`src/rtl/cpu_pkg.sv`:
```
// Shared constants and encodings for the pipelined MIPS core front end.
// Redirect kinds are ordered so that a larger value means a higher priority.
package cpu_pkg;

  localparam int unsigned PC_WIDTH      = 32;
  localparam logic [31:0] PC_RESET_ADDR = 32'h0000_3000;
  localparam logic [31:0] PC_EXC_ADDR   = 32'h0000_4180;
  localparam logic [31:0] PC_IMEM_LO    = 32'h0000_3000;
  localparam logic [31:0] PC_IMEM_HI    = 32'h0000_6FFC;

  typedef enum logic [1:0] {
    KIND_NONE = 2'd0,
    KIND_BR   = 2'd1,
    KIND_JMP  = 2'd2,
    KIND_ERET = 2'd3
  } redir_kind_e;

  typedef enum logic {
    ST_RUN     = 1'b0,
    ST_PENDING = 1'b1
  } pc_state_e;

endpackage

```
`src/rtl/pc_next_sel.sv`:
```
// Fixed-priority redirect mux: eret > jump > branch.
// Exception entry is handled in pc_unit because it also flushes the pending buffer.
module pc_next_sel
  import cpu_pkg::*;
#(
  parameter int unsigned WIDTH = PC_WIDTH
) (
  input  logic             br_taken_i,
  input  logic [WIDTH-1:0] br_target_i,
  input  logic             jump_i,
  input  logic [WIDTH-1:0] jump_target_i,
  input  logic             eret_i,
  input  logic [WIDTH-1:0] epc_i,
  output logic [WIDTH-1:0] target_o,
  output redir_kind_e      kind_o
);

  always_comb begin
    target_o = '0;
    kind_o   = KIND_NONE;
    if (eret_i) begin
      target_o = epc_i;
      kind_o   = KIND_ERET;
    end else if (jump_i) begin
      target_o = jump_target_i;
      kind_o   = KIND_JMP;
    end else if (br_taken_i) begin
      target_o = br_target_i;
      kind_o   = KIND_BR;
    end
  end

endmodule

```
`src/rtl/pc_unit.sv`:
```
// Program counter with stall support and a one-entry redirect buffer for redirects seen while stalled.
//   state      | meaning
//   ST_RUN     | no redirect buffered; PC advances or is redirected unless stalled
//   ST_PENDING | redirect buffered in pend_tgt_q; applied on the first unstalled cycle
module pc_unit
  import cpu_pkg::*;
#(
  parameter int unsigned      WIDTH      = PC_WIDTH,
  parameter logic [WIDTH-1:0] RESET_ADDR = PC_RESET_ADDR,
  parameter logic [WIDTH-1:0] EXC_ADDR   = PC_EXC_ADDR,
  parameter logic [WIDTH-1:0] IMEM_LO    = PC_IMEM_LO,
  parameter logic [WIDTH-1:0] IMEM_HI    = PC_IMEM_HI
) (
  input  logic             clk,
  input  logic             reset,
  input  logic             stall_i,
  input  logic             br_taken_i,
  input  logic [WIDTH-1:0] br_target_i,
  input  logic             jump_i,
  input  logic [WIDTH-1:0] jump_target_i,
  input  logic             exc_req_i,
  input  logic             eret_i,
  input  logic [WIDTH-1:0] epc_i,
  output logic [WIDTH-1:0] pc_o,
  output logic [WIDTH-1:0] pc4_o,
  output logic             adel_o,
  output logic             pend_o
);

  // Power-up values keep outputs defined before the first reset edge.
  logic [WIDTH-1:0] pc_q       = RESET_ADDR;
  logic [WIDTH-1:0] pend_tgt_q = '0;
  redir_kind_e      pend_kind_q = KIND_NONE;
  pc_state_e        state_q    = ST_RUN;

  logic [WIDTH-1:0] pc_d;
  logic [WIDTH-1:0] pend_tgt_d;
  redir_kind_e      pend_kind_d;
  pc_state_e        state_d;

  logic [WIDTH-1:0] sel_target;
  redir_kind_e      sel_kind;
  logic [WIDTH-1:0] pc_plus4;

  pc_next_sel #(.WIDTH(WIDTH)) u_next_sel (
    .br_taken_i   (br_taken_i),
    .br_target_i  (br_target_i),
    .jump_i       (jump_i),
    .jump_target_i(jump_target_i),
    .eret_i       (eret_i),
    .epc_i        (epc_i),
    .target_o     (sel_target),
    .kind_o       (sel_kind)
  );

  assign pc_plus4 = pc_q + WIDTH'(4);

  always_comb begin
    pc_d        = pc_q;
    pend_tgt_d  = pend_tgt_q;
    pend_kind_d = pend_kind_q;
    state_d     = state_q;
    if (exc_req_i) begin
      pc_d        = EXC_ADDR;
      pend_tgt_d  = '0;
      pend_kind_d = KIND_NONE;
      state_d     = ST_RUN;
    end else begin
      unique case (state_q)
        ST_RUN: begin
          if (!stall_i) begin
            pc_d = (sel_kind != KIND_NONE) ? sel_target : pc_plus4;
          end else if (sel_kind != KIND_NONE) begin
            pend_tgt_d  = sel_target;
            pend_kind_d = sel_kind;
            state_d     = ST_PENDING;
          end
        end
        ST_PENDING: begin
          if (stall_i) begin
            // Kind encoding is ordered by priority, so a plain compare decides overwrite.
            if (sel_kind > pend_kind_q) begin
              pend_tgt_d  = sel_target;
              pend_kind_d = sel_kind;
            end
          end else begin
            pc_d        = pend_tgt_q;
            pend_tgt_d  = '0;
            pend_kind_d = KIND_NONE;
            state_d     = ST_RUN;
          end
        end
        default: state_d = ST_RUN;
      endcase
    end
  end

  always_ff @(posedge clk) begin
    if (reset) begin
      pc_q        <= RESET_ADDR;
      pend_tgt_q  <= '0;
      pend_kind_q <= KIND_NONE;
      state_q     <= ST_RUN;
    end else begin
      pc_q        <= pc_d;
      pend_tgt_q  <= pend_tgt_d;
      pend_kind_q <= pend_kind_d;
      state_q     <= state_d;
    end
  end

  assign pc_o   = pc_q;
  assign pc4_o  = pc_plus4;
  assign pend_o = (state_q == ST_PENDING);
  assign adel_o = (pc_q[1:0] != 2'b00) | (pc_q < IMEM_LO) | (pc_q > IMEM_HI);

endmodule

```
`config.mk`:
```
export PLATFORM = sky130hd
export DESIGN_NAME = pc_unit
export DESIGN_NICKNAME = d
export VERILOG_FILES = /design/src/rtl/cpu_pkg.sv /design/src/rtl/pc_next_sel.sv /design/src/rtl/pc_unit.sv
export SDC_FILE = /design/constraint.sdc
export NUM_CORES = 1
export LEC_CHECK = 0
export BUFFER_PORTS_ARGS = -buffer_cell sky130_fd_sc_hd__buf_2
export CORE_MARGIN = 1
export CORE_UTILIZATION = 30
export CTS_BUF_LIST = sky130_fd_sc_hd__clkbuf_8
export CTS_CLUSTER_SIZE = 14
export DETAILED_ROUTE_END_ITERATION = 10
export PLACE_DENSITY_LB_ADDON = 0.12
export SLEW_MARGIN = 20
export SYNTH_ARGS = -nofsm -noshare
export SYNTH_HDL_FRONTEND = slang
export SYNTH_SLANG_ARGS = --single-unit
```
`constraint.sdc`:
```
create_clock -name clk -period 5.7 [get_ports clk]
set_clock_uncertainty 0.15 [all_clocks]
set_input_delay 0.855 -clock clk [delete_from_list [all_inputs] [get_ports clk]]
set_output_delay 0.855 -clock clk [all_outputs]
set_load 0.01 [all_outputs]
```
==> Word level (Yosys, flattened, before mapping) <==
Cells that the tools add are included.
{ "word_totals": {"wordCells": 50, "inputBits": 103, "regBits": 67, "output_inout_bits": 66} }
{ "op_classes": {"eq_ne": 7, "n_addsub": 1, "n_mux": 25, "n_reduce_logical": 6, "magnitude_cmp": 3, "bitwise": 3} }
{ "ops": {"columns": ["operator", "n"], "rows": [
  ["$mux W32", 10],
  ["$pmux W32 S2", 2],
  ["$add A32 B3 Y32 const B", 1],
  ["$gt A32 B15 Y1 const B", 1],
  ["$lt A32 B14 Y1 const B", 1],
  ["$mux W15", 1],
  ["$mux W2", 6],
  ["$ne A2 B2 Y1 const B", 4],
  ["$ne A3 B3 Y1 const B", 2],
  ["$mux W1", 4],
  ["$pmux W2 S2", 1],
  ["$reduce_and A2 Y1", 2],
  ["$reduce_bool A2 Y1", 2],
  ["$ne A3 B2 Y1 const B", 1],
  ["$reduce_and A3 Y1", 1],
  ["$gt A2 B2 Y1", 1],
  ["$or A1 B1 Y1", 2],
  ["$pmux W1 S2", 1],
  ["$reduce_or A2 Y1", 1],
  ["$not A1 Y1", 1]
]} }

==> Longest topological paths before layout <==
Gate-level depths: netlist of the first run.
{ "logic_depth": {"word_depth": 8, "depth_mapped": 12, "mapped_depth_nobuf": 8} }

==> Modules after synthesis <==
Synthesis of the first run repeated with hierarchy kept, for this count alone.
{ "unflattened": {"cells_unflattened": 629, "area_unflattened_um2": 4890.9} }
{ "by_module_without_submodules": {"columns": ["mod", "cells_per_inst", "area_per_inst_um2", "n_inst", "seq_area_each_um2"], "rows": [
  ["pc_unit", 480, 3963.8, 1, 1341.3],
  ["pc_next_sel", 149, 927.1, 1, 0.0]
]} }

==> Least setup slack after synthesis of the first run <==
OpenSTA, ideal clock, no wires.
{ "synth_timing": {"path_kind": "input-to-reg", "startpoint": "input port eret_i", "endpoint": "register pend_kind_q[0]", "arrival_ns": 2.797, "setup_time_ns": 0.072, "path_slack_ns": 2.681, "stages": 11, "t_required_ns": 5.478, "n_path_buf": 4, "path_cell_list": "buf_2 -> clkbuf_1 -> clkbuf_1 -> nor2_1 -> ha_1 -> nand2_1 -> o21ai_0 -> a21oi_1 -> a21oi_2 -> buf_4 -> mux2i_1"} }
{ "synth_via": {"elab_chain_len": 4, "word_cells_on_any_way": 11, "cone_classes": "order compare: 1; eq/ne: 2; mux: 6; reduce/logical: 2"} }
{ "synth_rtl": {"columns": ["item", "line_no", "rtl"], "rows": [
  ["from (decl)", "pc_unit.sv:22", "input logic eret_i,"],
  ["$mux W2 *", "pc_next_sel.sv:21", "if (eret_i) begin"],
  ["$gt A2 B2 Y1, or another cell as far along", "pc_unit.sv:82", "if (sel_kind > pend_kind_q) begin"],
  ["$ne A3 B2 Y1 (no source line), or another cell as far along", null, null],
  ["$reduce_and A3 Y1 (no source line) or $pmux W2 S2 (tied branches)", null, null],
  ["to (signal assigned)", "pc_unit.sv:107", "pend_kind_q <= pend_kind_d;"],
  ["to (decl)", "pc_unit.sv:33", "redir_kind_e pend_kind_q = KIND_NONE;"]
]} }
Mark *: on every way between the ends. The rest lies on a longest branch, timed or not. The select of a mux whose other input is x is not followed.
A chain may end at the register's enable or synchronous reset.

==> Worst setup path in the final report of the first run <==
{ "layout_timing": {"startpoint": "input port eret_i", "endpoint": "register pend_tgt_q[21]"} }
{ "layout_via": {"elab_chain_len": 4, "word_cells_on_any_way": 12, "cone_classes": "order compare: 1; eq/ne: 2; mux: 7; reduce/logical: 2"} }
{ "layout_rtl": {"columns": ["item", "line_no", "rtl"], "rows": [
  ["$mux W2 or $mux W32 (tied branches)", "pc_next_sel.sv:21", null],
  ["$gt A2 B2 Y1, or another cell as far along", "pc_unit.sv:82", null],
  ["$ne A3 B2 Y1 (no source line), or another cell as far along", null, null],
  ["$reduce_and A3 Y1 (no source line) or $pmux W32 S2 (tied branches)", null, null],
  ["to (signal assigned)", "pc_unit.sv:106", "pend_tgt_q <= pend_tgt_d;"],
  ["to (decl)", "pc_unit.sv:32", "logic [WIDTH-1:0] pend_tgt_q = '0;"]
]} }
Parallel ways exist; a longest one is shown, timed or not. The select of a mux whose other input is x is not followed.

==> impl_metrics.toml, run 1 <==
[global_routing]
grt_pass1_vias = 4851
antenna_found_initial = 0
grt_max_degree = 57
grt-ovfl-total = 0
grt_first_pass_wirelength_mm = 26.8
grt_util_all_layers_pct = 21.6

[layout]
final_cell_area_um2 = 5800
finalNetCount = 852
stdcell_count = 939
insertedDiodeCount = 0
syn2layout_area_growth_pct = 24.3
drive_gt1_share_pct = 27.7

[yosys]
ys_ff_latch = 67
synth_top_family_by_area = "compound AO/OA/AOI/OAI gates"
muxShareOfSynthArea_pct = 9.01
async_reset_ff_share_pct = 0
synthAdderAreaFrac_pct = 0.804
synth_fp_nets = 723
mappedNetlistArea_um2 = 4670
yosysSeqAreaShare_pct = 28.7
synthSimpleGateAreaFrac_pct = 23.0
synth_compound_area_share_pct = 25.9
ys_types = 63
yosys_most_used_dff = "dfxtp_1"
synth_area_leaders = "dfxtp_1 (29%), mux2i_1 (9.0%), nand2_1 (7.7%)"
yosys_warnings = 0
synth_xor_area_share_pct = 5.25
syn_avg_cell_area_um2 = 7.56
synth_edf_count = 0
yosysTopAreaCell = "dfxtp_1"
synthCells = 617
synth_top_cell_area_share_pct = 28.7

[placement]
dpl.cell_count = 923
dpl_cell_area_um2 = 5560
port_buffers = 168
place.gp.congestion = 0.820
place_hpwl_mm = 12.4

[power_and_ir_drop]
pwr-share-comb_pct = 21.4
powerDensity_nw_per_um2 = 222
p_int_uw = 901
vdd_drop_max_uv = 90.7
power_switching_uw = 389
p_total_uw = 1290
swShare_pct = 30.2
power_frac_clock_pct = 38.7
p_seq_share_pct = 39.9
p_leak_uw = 0.00256

[sta]
min_period_ns = 3.67
fmax_mhz = 272
grt_setup_unrepaired = "no"
drv_slew = 0
tns_ns = 0
hold_viol = 0
period_share_pct = 64.5
tightest_slew_ns = 0.933
slew_headroom_pct = 37.8
finalSetupViolCount = 0

[floorplan]
core-area_um2 = 15200
ios = 169
rows = 45
die_h_um = 127
dieArea_um2 = 16100
die_x_um = 127
start_util_pct = 30.7

[clocking]
path_clk_slew_ns = 0.07
post_cts_resized = 0
insertion_delay_ns = 0.36
cts_num_sinks = 67
root_buffer = "clkbuf_8"
holdBufCountCts = 0
cts_buffer_depth = 2
htreeDepth = 3
post_cts_buffers = 0
cts_tree = "built"
cts_buffers = 9

[drt]
totalWireLength_mm = 17.1
antenna_left = 0
remaining_drc_errors = 0
vias_per_cell = 5.58
wl_per_cell_um = 18.2
dr.pass1.iters = 5
drtIter0Drc = 370
vias = 5235

[status]
status = "completed"

[critical_path]
path_max_fanout = 56
crit_path_end_kind = "register"
cp_data_required_time_ns = 5.82
arrival_ns = 3.80
path_class = "in -> reg"
startpoint_type = "primary input"

[job]
max_cap_violations = 0

[worst_hold_path]
hp-class = "reg -> reg"
-- critical path, cell delays in order --
cell,delay (ns)
buf_2,0.62
or2_0,0.35
ha_1,0.30
nor2b_1,0.13
o21ai_0,0.14
a21oi_1,0.12
a21oi_4,0.56
buf_4,0.44
mux2i_1,0.25
-- routing by layer --
layer | vias to the layer above | routed length (um) | GRT usage (%)
met3 | 14 | 1120 | 2.74
met2 | 220 | 7460 | 33.0
met5 | - | 0 | 0
li1 | 2511 | - | -
met4 | 0 | 216 | 6.44
met1 | 2490 | 8340 | 31.4
-- power by group through the flow --
stage / combinational, uW / sequential (uW) / clock, uW
2_1_floorplan: 169 / 520 / 0
3_3_place_gp: 272 / 524 / 0
3_5_place_dp: 276 / 525 / 0
4_1_cts: 277 / 514 / 506
5_1_grt: 303 / 518 / 524
6_report: 276 / 514 / 500
-- cell type report --
class / count / area, um^2
Tap cell: 188 / 235
Sequential cell: 67 / 1340
Fill cell: 1630 / 9400
Clock buffer: 10 / 138
Clock inverter: 6 / 104
Timing Repair Buffer: 176 / 901
Inverter: 18 / 67.6
Multi-Input combinational cell: 474 / 3010
-- synth_stat cells, types with 4 or more instances --
master and count:
a21o_1 4, a21oi_1 45, a221oi_1 16, a22oi_1 19, a2bb2oi_1 5, a31oi_1 4, a32o_1 5, and3_1 4
and4_1 5, buf_2 17, buf_4 6, clkbuf_1 30, dfxtp_1 67, inv_1 18, mux2i_1 42, nand2_1 96
nand2b_1 4, nand3_1 12, nand3b_1 5, nand4_1 18, nor2_1 37, nor3_1 14, nor4_1 6, o21ai_0 38
o22ai_1 6, o31ai_1 7, xnor2_1 20, xor2_1 8
-- through the flow --
| step | setup slack, ns | hold WS [ns] | utilization, % |
|---|---|---|---|
| after floorplan | 2.68 | 0.283 | - |
| after global placement | 1.75 | 0.294 | 36.6 |
| after detailed placement | 1.65 | 0.301 | 36.6 |
| after CTS | 2.01 | 0.311 | 38.1 |
| after global routing | 1.75 | 0.325 | 38.1 |
| final | 2.03 | 0.306 | 38.1 |
-- cell usage in the layout, fill, tap and decap left out, types with 6 or more instances in the layout --
| cell | count |
|---|---|
| buf_2 | 168 |
| nand2_1 | 96 |
| dfxtp_1 | 67 |
| a21oi_1 | 44 |
| mux2i_1 | 42 |
| o21ai_0 | 38 |
| nor2_1 | 36 |
| xnor2_1 | 20 |
| inv_1 | 19 |
| a22oi_1 | 19 |
| nand4_1 | 18 |
| a221oi_1 | 16 |
| nor3_1 | 13 |
| nand3_1 | 12 |
| clkbuf_8 | 10 |
| xor2_1 | 8 |
| buf_4 | 8 |
| o31ai_1 | 7 |
| nor4_1 | 6 |
| o22ai_1 | 6 |
-- state kept, by name, summed over array words and instances (netlist names), named ones only --
signal	count
pend_tgt_q	32
pc_o	30
pend_kind_q	2
pend_o	1
-- worst paths after layout --
kind | start | to | slack [ns] | cells after the start
max | eret_i | pend_tgt_q[21]$_SDFFE_PP0P_ | 2.03 | 9
min | pend_tgt_q[17]$_SDFFE_PP0P_ | pend_tgt_q[17]$_SDFFE_PP0P_ | 0.31 | 2
max reg2reg | pend_o$_SDFF_PP0_ | pend_tgt_q[21]$_SDFFE_PP0P_ | 3.05 | 5
min reg2reg | pend_tgt_q[17]$_SDFFE_PP0P_ | pend_tgt_q[17]$_SDFFE_PP0P_ | 0.31 | 2
-- kinds of logic after synthesis --
group	count (synthesis)
buffers and inverters	76
adders and majority gates	3
AOI/OAI and AO/OA	181
and+or+nand+nor	220
DFF	67
xor gates and xnor gates	28
muxes	42
Note: power is estimated with default switching activity, not from simulation.
==> run 2, diff against run 1 <==
Clock period 5.7 ns to 3.2 ns, I/O delays scaled along.
==> impl_metrics.toml, run 2 (synthesis results as in run 1) <==
[status]
status = "completed"

[power_and_ir_drop]
vdd_drop_max_uv = 196
powerDensity_nw_per_um2 = 366
p_leak_uw = 0.00261

[layout]
largest_register_ffs = 32
final_util_pct = 38.6
layout_commonest_cell = "buf_2"
finalNetCount = 866
stdcell_count = 952
mostFrequentLayoutCells = "buf_2 (168), nand2_1 (96), dfxtp_1 (67)"
top_register = "pend_tgt_q"
syn2layout_area_growth_pct = 25.7
drive_gt1_share_pct = 29.2
insertedDiodeCount = 0

[drt]
remaining_drc_errors = 0
dr.pass1.iters = 4
antenna_left = 0
vias_per_cell = 5.42
wl_per_cell_um = 17.9
totalWireLength_mm = 17.0
drtIter0Drc = 423
vias = 5160

[critical_path]
startpoint_type = "register"
path_max_fanout = 9
path_class = "reg -> out"
cp_data_required_time_ns = 2.57
worstReg2RegEnd = "pc_o[26]$_SDFFE_PP0P_"
r2r_setup_slack_ns = 0.97
crit_path_end_kind = "output port"
rr_startpoint = "pc_o[2]$_SDFFE_PP0P_"
arrival_ns = 2.26
rr_worst_depth = 7

[clocking]
root_buffer = "clkbuf_8"
cts_buffers = 9
cts_tree = "built"
holdBufCountCts = 0
path_clk_slew_ns = 0.07
cts_buffer_depth = 2
insertion_delay_ns = 0.35
htreeDepth = 3
post_cts_buffers = 0
cts_num_sinks = 67

[global_routing]
grt_max_degree = 53
grt_pass1_vias = 4928
grt-ovfl-total = 0
grt_first_pass_wirelength_mm = 26.9
antenna_found_initial = 0
grt_util_all_layers_pct = 21.4

[sta]
drv_slew = 0
fmax_mhz = 346
min_period_ns = 2.89
grt_setup_unrepaired = "no"
tightest_slew_ns = 0.712
period_share_pct = 90.2
finalSetupViolCount = 0
slew_headroom_pct = 52.5
tns_ns = 0
hold_viol = 0

[worst_hold_path]
hp-class = "in -> reg"
hold_start = "reset"
hold_end = "pc_o[7]$_SDFFE_PP0P_"
holdPathStages = 2

[placement]
port_buffers = 168
place.gp.congestion = 0.870
dpl.cell_count = 937
place_hpwl_mm = 12.7

[floorplan]
core-area_um2 = 15200
start_util_pct = 30.7
die_x_um = 127
rows = 45
ios = 169
dieArea_um2 = 16100
die_h_um = 127

[job]
max_cap_violations = 0
-- run 2: cell count changes in the layout (fill, tap and decap cells not counted) --
cell       before  now
buf_4           8   22
bufinv_16       3    1
and4_1          5    4
and4_2          0    1
clkbuf_8       10   11
clkinv_2        2    1
inv_1          19   20
nor3_1         13   12
nor3_2          2    3
or3_1           1    0
or3_4           0    1
-- run 2: area by class of cell --
type | instances | area (um^2)
Sequential cell | 67 | 1340
Clock inverter | 4 | 42.5
Tap cell | 188 | 235
Fill cell | 1653 | 9330
Inverter | 18 | 67.6
Multi-Input combinational cell | 474 | 3020
Timing Repair Buffer | 190 | 1010
Clock buffer | 11 | 151
-- run 2: worst max path at each step --
stage,from,end,cells past startpoint
CTS,pc_o[2]$_SDFFE_PP0P_,pc4_o[24],6
global placement,jump_i,pend_tgt_q[2]$_SDFFE_PP0P_,9
global route,pc_o[2]$_SDFFE_PP0P_,pc4_o[22],7
finish,pc_o[2]$_SDFFE_PP0P_,pc4_o[18],6
floorplan,eret_i,pend_kind_q[0]$_SDFFE_PP0P_,11
detailed placement,jump_i,pend_tgt_q[23]$_SDFFE_PP0P_,9
-- run 2: metal layers --
metal	vias to the layer above	track usage [%]	wire [um]	part of all wire, %
met5	-	0	0	0
met1	2414	30.9	8450	50
met4	0	6.86	244	1.4
met2	203	32.7	7320	43
li1	2527	-	-	-
met3	16	2.83	1010	5.9
-- run 2: worst max-delay path, cell delays in order (launching register included) --
cell and delay [ns]:
dfxtp_1 0.43, ha_1 0.30, nand2_1 0.11, or3_4 0.47
nor4_4 0.31, xnor2_1 0.14, buf_2 0.14
-- run 2: report_power, final --
part / internal, uW / switching (uW)
Clock: 392 / 338
Sequential: 871 / 46.8
Combinational: 211 / 293
-- run 2: what timing repair did --
item / CTS / global route
endpoints found under the setup margin: 0 / 3
hold endpoints to repair: 0 / 0
gates resized for setup: 0 / 3
-- run 2: metrics by stage --
stage	total power [uW]	cell area [um^2]	setup slack (ns)	hold WS (ns)
2_1_floorplan	1230	4670	0.556	0.283
3_3_place_gp	1430	5660	0.502	0.292
3_5_place_dp	1440	5660	0.410	0.297
4_1_cts	2170	5860	0.0980	0.253
5_1_grt	2250	5870	0.117	0.284
6_report	2150	5870	0.313	0.275
==> run 3, diff against run 2 <==
==> constraint.sdc (replaced) <==
create_clock -name clk -period 3.2 [get_ports clk]
set_clock_uncertainty 0.15 [all_clocks]
set_input_delay 0.64 -clock clk [delete_from_list [all_inputs] [get_ports clk]]
set_output_delay 0.64 -clock clk [all_outputs]
set_load 0.01 [all_outputs]
==> impl_metrics.toml, run 3 (synthesis results as in run 1) <==
[power_and_ir_drop]
powerDensity_nw_per_um2 = 387
pwr-share-comb_pct = 22.2
power_frac_clock_pct = 38.0
p_int_uw = 1610
swShare_pct = 30.1
p_total_uw = 2300
vdd_drop_max_uv = 188
power_switching_uw = 692
p_seq_share_pct = 39.7
p_leak_uw = 0.00265

[clocking]
root_buffer = "clkbuf_8"
cts_tree = "built"
cts_buffers = 9
cts_buffer_depth = 2
holdBufCountCts = 0
htreeDepth = 3
path_clk_slew_ns = 0.08
cts_num_sinks = 67
insertion_delay_ns = 0.35

[critical_path]
critPathBufInv = 1
arrival_ns = 2.29
critPathMaxStageDelay_ns = 0.68
slowest_stage = "or4_1"
critical_path.cell_chain = "nand4_1 -> or4_1 -> nor2_1 -> xor2_1 -> buf_2"
startpoint_type = "register"
path_max_fanout = 8
crit_family = "simple AND/OR/NAND/NOR gates"
cp_data_required_time_ns = 2.41
worst-path-stages = 5
rr_worst_depth = 6
path_class = "reg -> out"
crit_path_end_kind = "output port"

[sta]
slew_headroom_pct = 54.7
tns_ns = 0
hold_viol = 0
tightest_slew_ns = 0.679
finalSetupViolCount = 0
drv_slew = 0
min_period_ns = 3.08
period_share_pct = 96.2
grt_setup_unrepaired = "no"
fmax_mhz = 325

[layout]
mostFrequentLayoutCells = "buf_2 (168), nand2_1 (96), dfxtp_1 (66)"
largest_register_ffs = 32
syn2layout_area_growth_pct = 27.6
drive_gt1_share_pct = 30.0
layout_commonest_cell = "buf_2"
finalNetCount = 871
insertedDiodeCount = 0
stdcell_count = 958
top_register = "pend_tgt_q"

[placement]
place_hpwl_mm = 12.8
port_buffers = 168
dpl.cell_count = 942
place.gp.congestion = 0.859

[global_routing]
antenna_found_initial = 0
grt_pass1_vias = 4872
grt-ovfl-total = 0
grt_first_pass_wirelength_mm = 26.5
grt_util_all_layers_pct = 21.2
grt_max_degree = 38

[drt]
antenna_left = 0
remaining_drc_errors = 0
wl_per_cell_um = 17.8
dr.pass1.iters = 6
vias = 5214
totalWireLength_mm = 17.0
drtIter0Drc = 367
vias_per_cell = 5.44

[worst_hold_path]
holdPathStages = 2
hp-class = "reg -> reg"

[floorplan]
start_util_pct = 30.7
die_x_um = 127
rows = 45
dieArea_um2 = 16100
ios = 169
core-area_um2 = 15200
die_h_um = 127

[job]
max_cap_violations = 0

[status]
status = "completed"
## run 3: changes by cell type in the layout (fill, tap and decap cells not counted), sizes merged
cell,delta
buf,+5
bufinv,+1
clkbuf,+2
clkinv,-1
clkinvlp,+1
inv,-2
## run 3: timing repair
action | 4_1_cts | 5_1_grt
endpoints found under the setup margin | 1 | 9
resized for setup | 1 | 2
setup buffers | 0 | 0
## run 3: metrics by stage
step	utilization (%)	hold WS, ns	worst slack (ns)	cell area, um^2
finish	39.2	0.311	0.122	5950
global route	39.2	0.333	0.00749	5950
detailed placement	37.5	0.301	0.385	5700
floorplan	-	0.283	0.396	4670
CTS	39.2	0.313	0.0738	5950
global placement	37.5	0.292	0.427	5700
## run 3: power groups by stage
stage | Sequential [uW] | Clock (uW) | Combinational, uW
3_5_place_dp | 933 | 0 | 511
6_report | 915 | 876 | 512
5_1_grt | 921 | 930 | 562
4_1_cts | 914 | 888 | 513
2_1_floorplan | 926 | 0 | 302
3_3_place_gp | 932 | 0 | 505
## run 3: final timing paths
| kind | slack (ns) | startpoint | end |
|---|---|---|---|
| worst max register to register | 0.88 | pend_o$_SDFF_PP0_ | pc_o[21]$_SDFFE_PP0P_ |
| worst min register to register | 0.31 | pend_tgt_q[11]$_SDFFE_PP0P_ | pend_tgt_q[11]$_SDFFE_PP0P_ |
| worst max-delay path | 0.12 | pc_o[8]$_SDFFE_PP0P_ | pc4_o[17] |
| worst min-delay path | 0.31 | pend_tgt_q[11]$_SDFFE_PP0P_ | pend_tgt_q[11]$_SDFFE_PP0P_ |
## run 3: worst reg2reg max path: cells and delay by family, from the launching register on
| kind | cells | cell delay (ns) |
|---|---|---|
| DFF | 1 | 0.34 |
| AOI/OAI and AO/OA | 3 | 0.95 |
| buffers and inverters | 3 | 0.73 |
## run 3: layout make-up
class / count / area [um^2]
fill: 1596 / 9250
multi-input combinational: 474 / 3020
sequential: 67 / 1340
timing repair buffer: 195 / 1040
tap: 188 / 235
clock buffer: 13 / 179
clock inverter: 3 / 67.6
inverter: 18 / 67.6
## run 3: metal layers
metal | GRT usage (%) | vias up | wire (um)
li1 | - | 2548 | -
met1 | 30.3 | 2451 | 8240
met2 | 33.4 | 199 | 7550
met3 | 2.87 | 16 | 1000
met4 | 6.02 | 0 | 216
met5 | 0 | - | 0
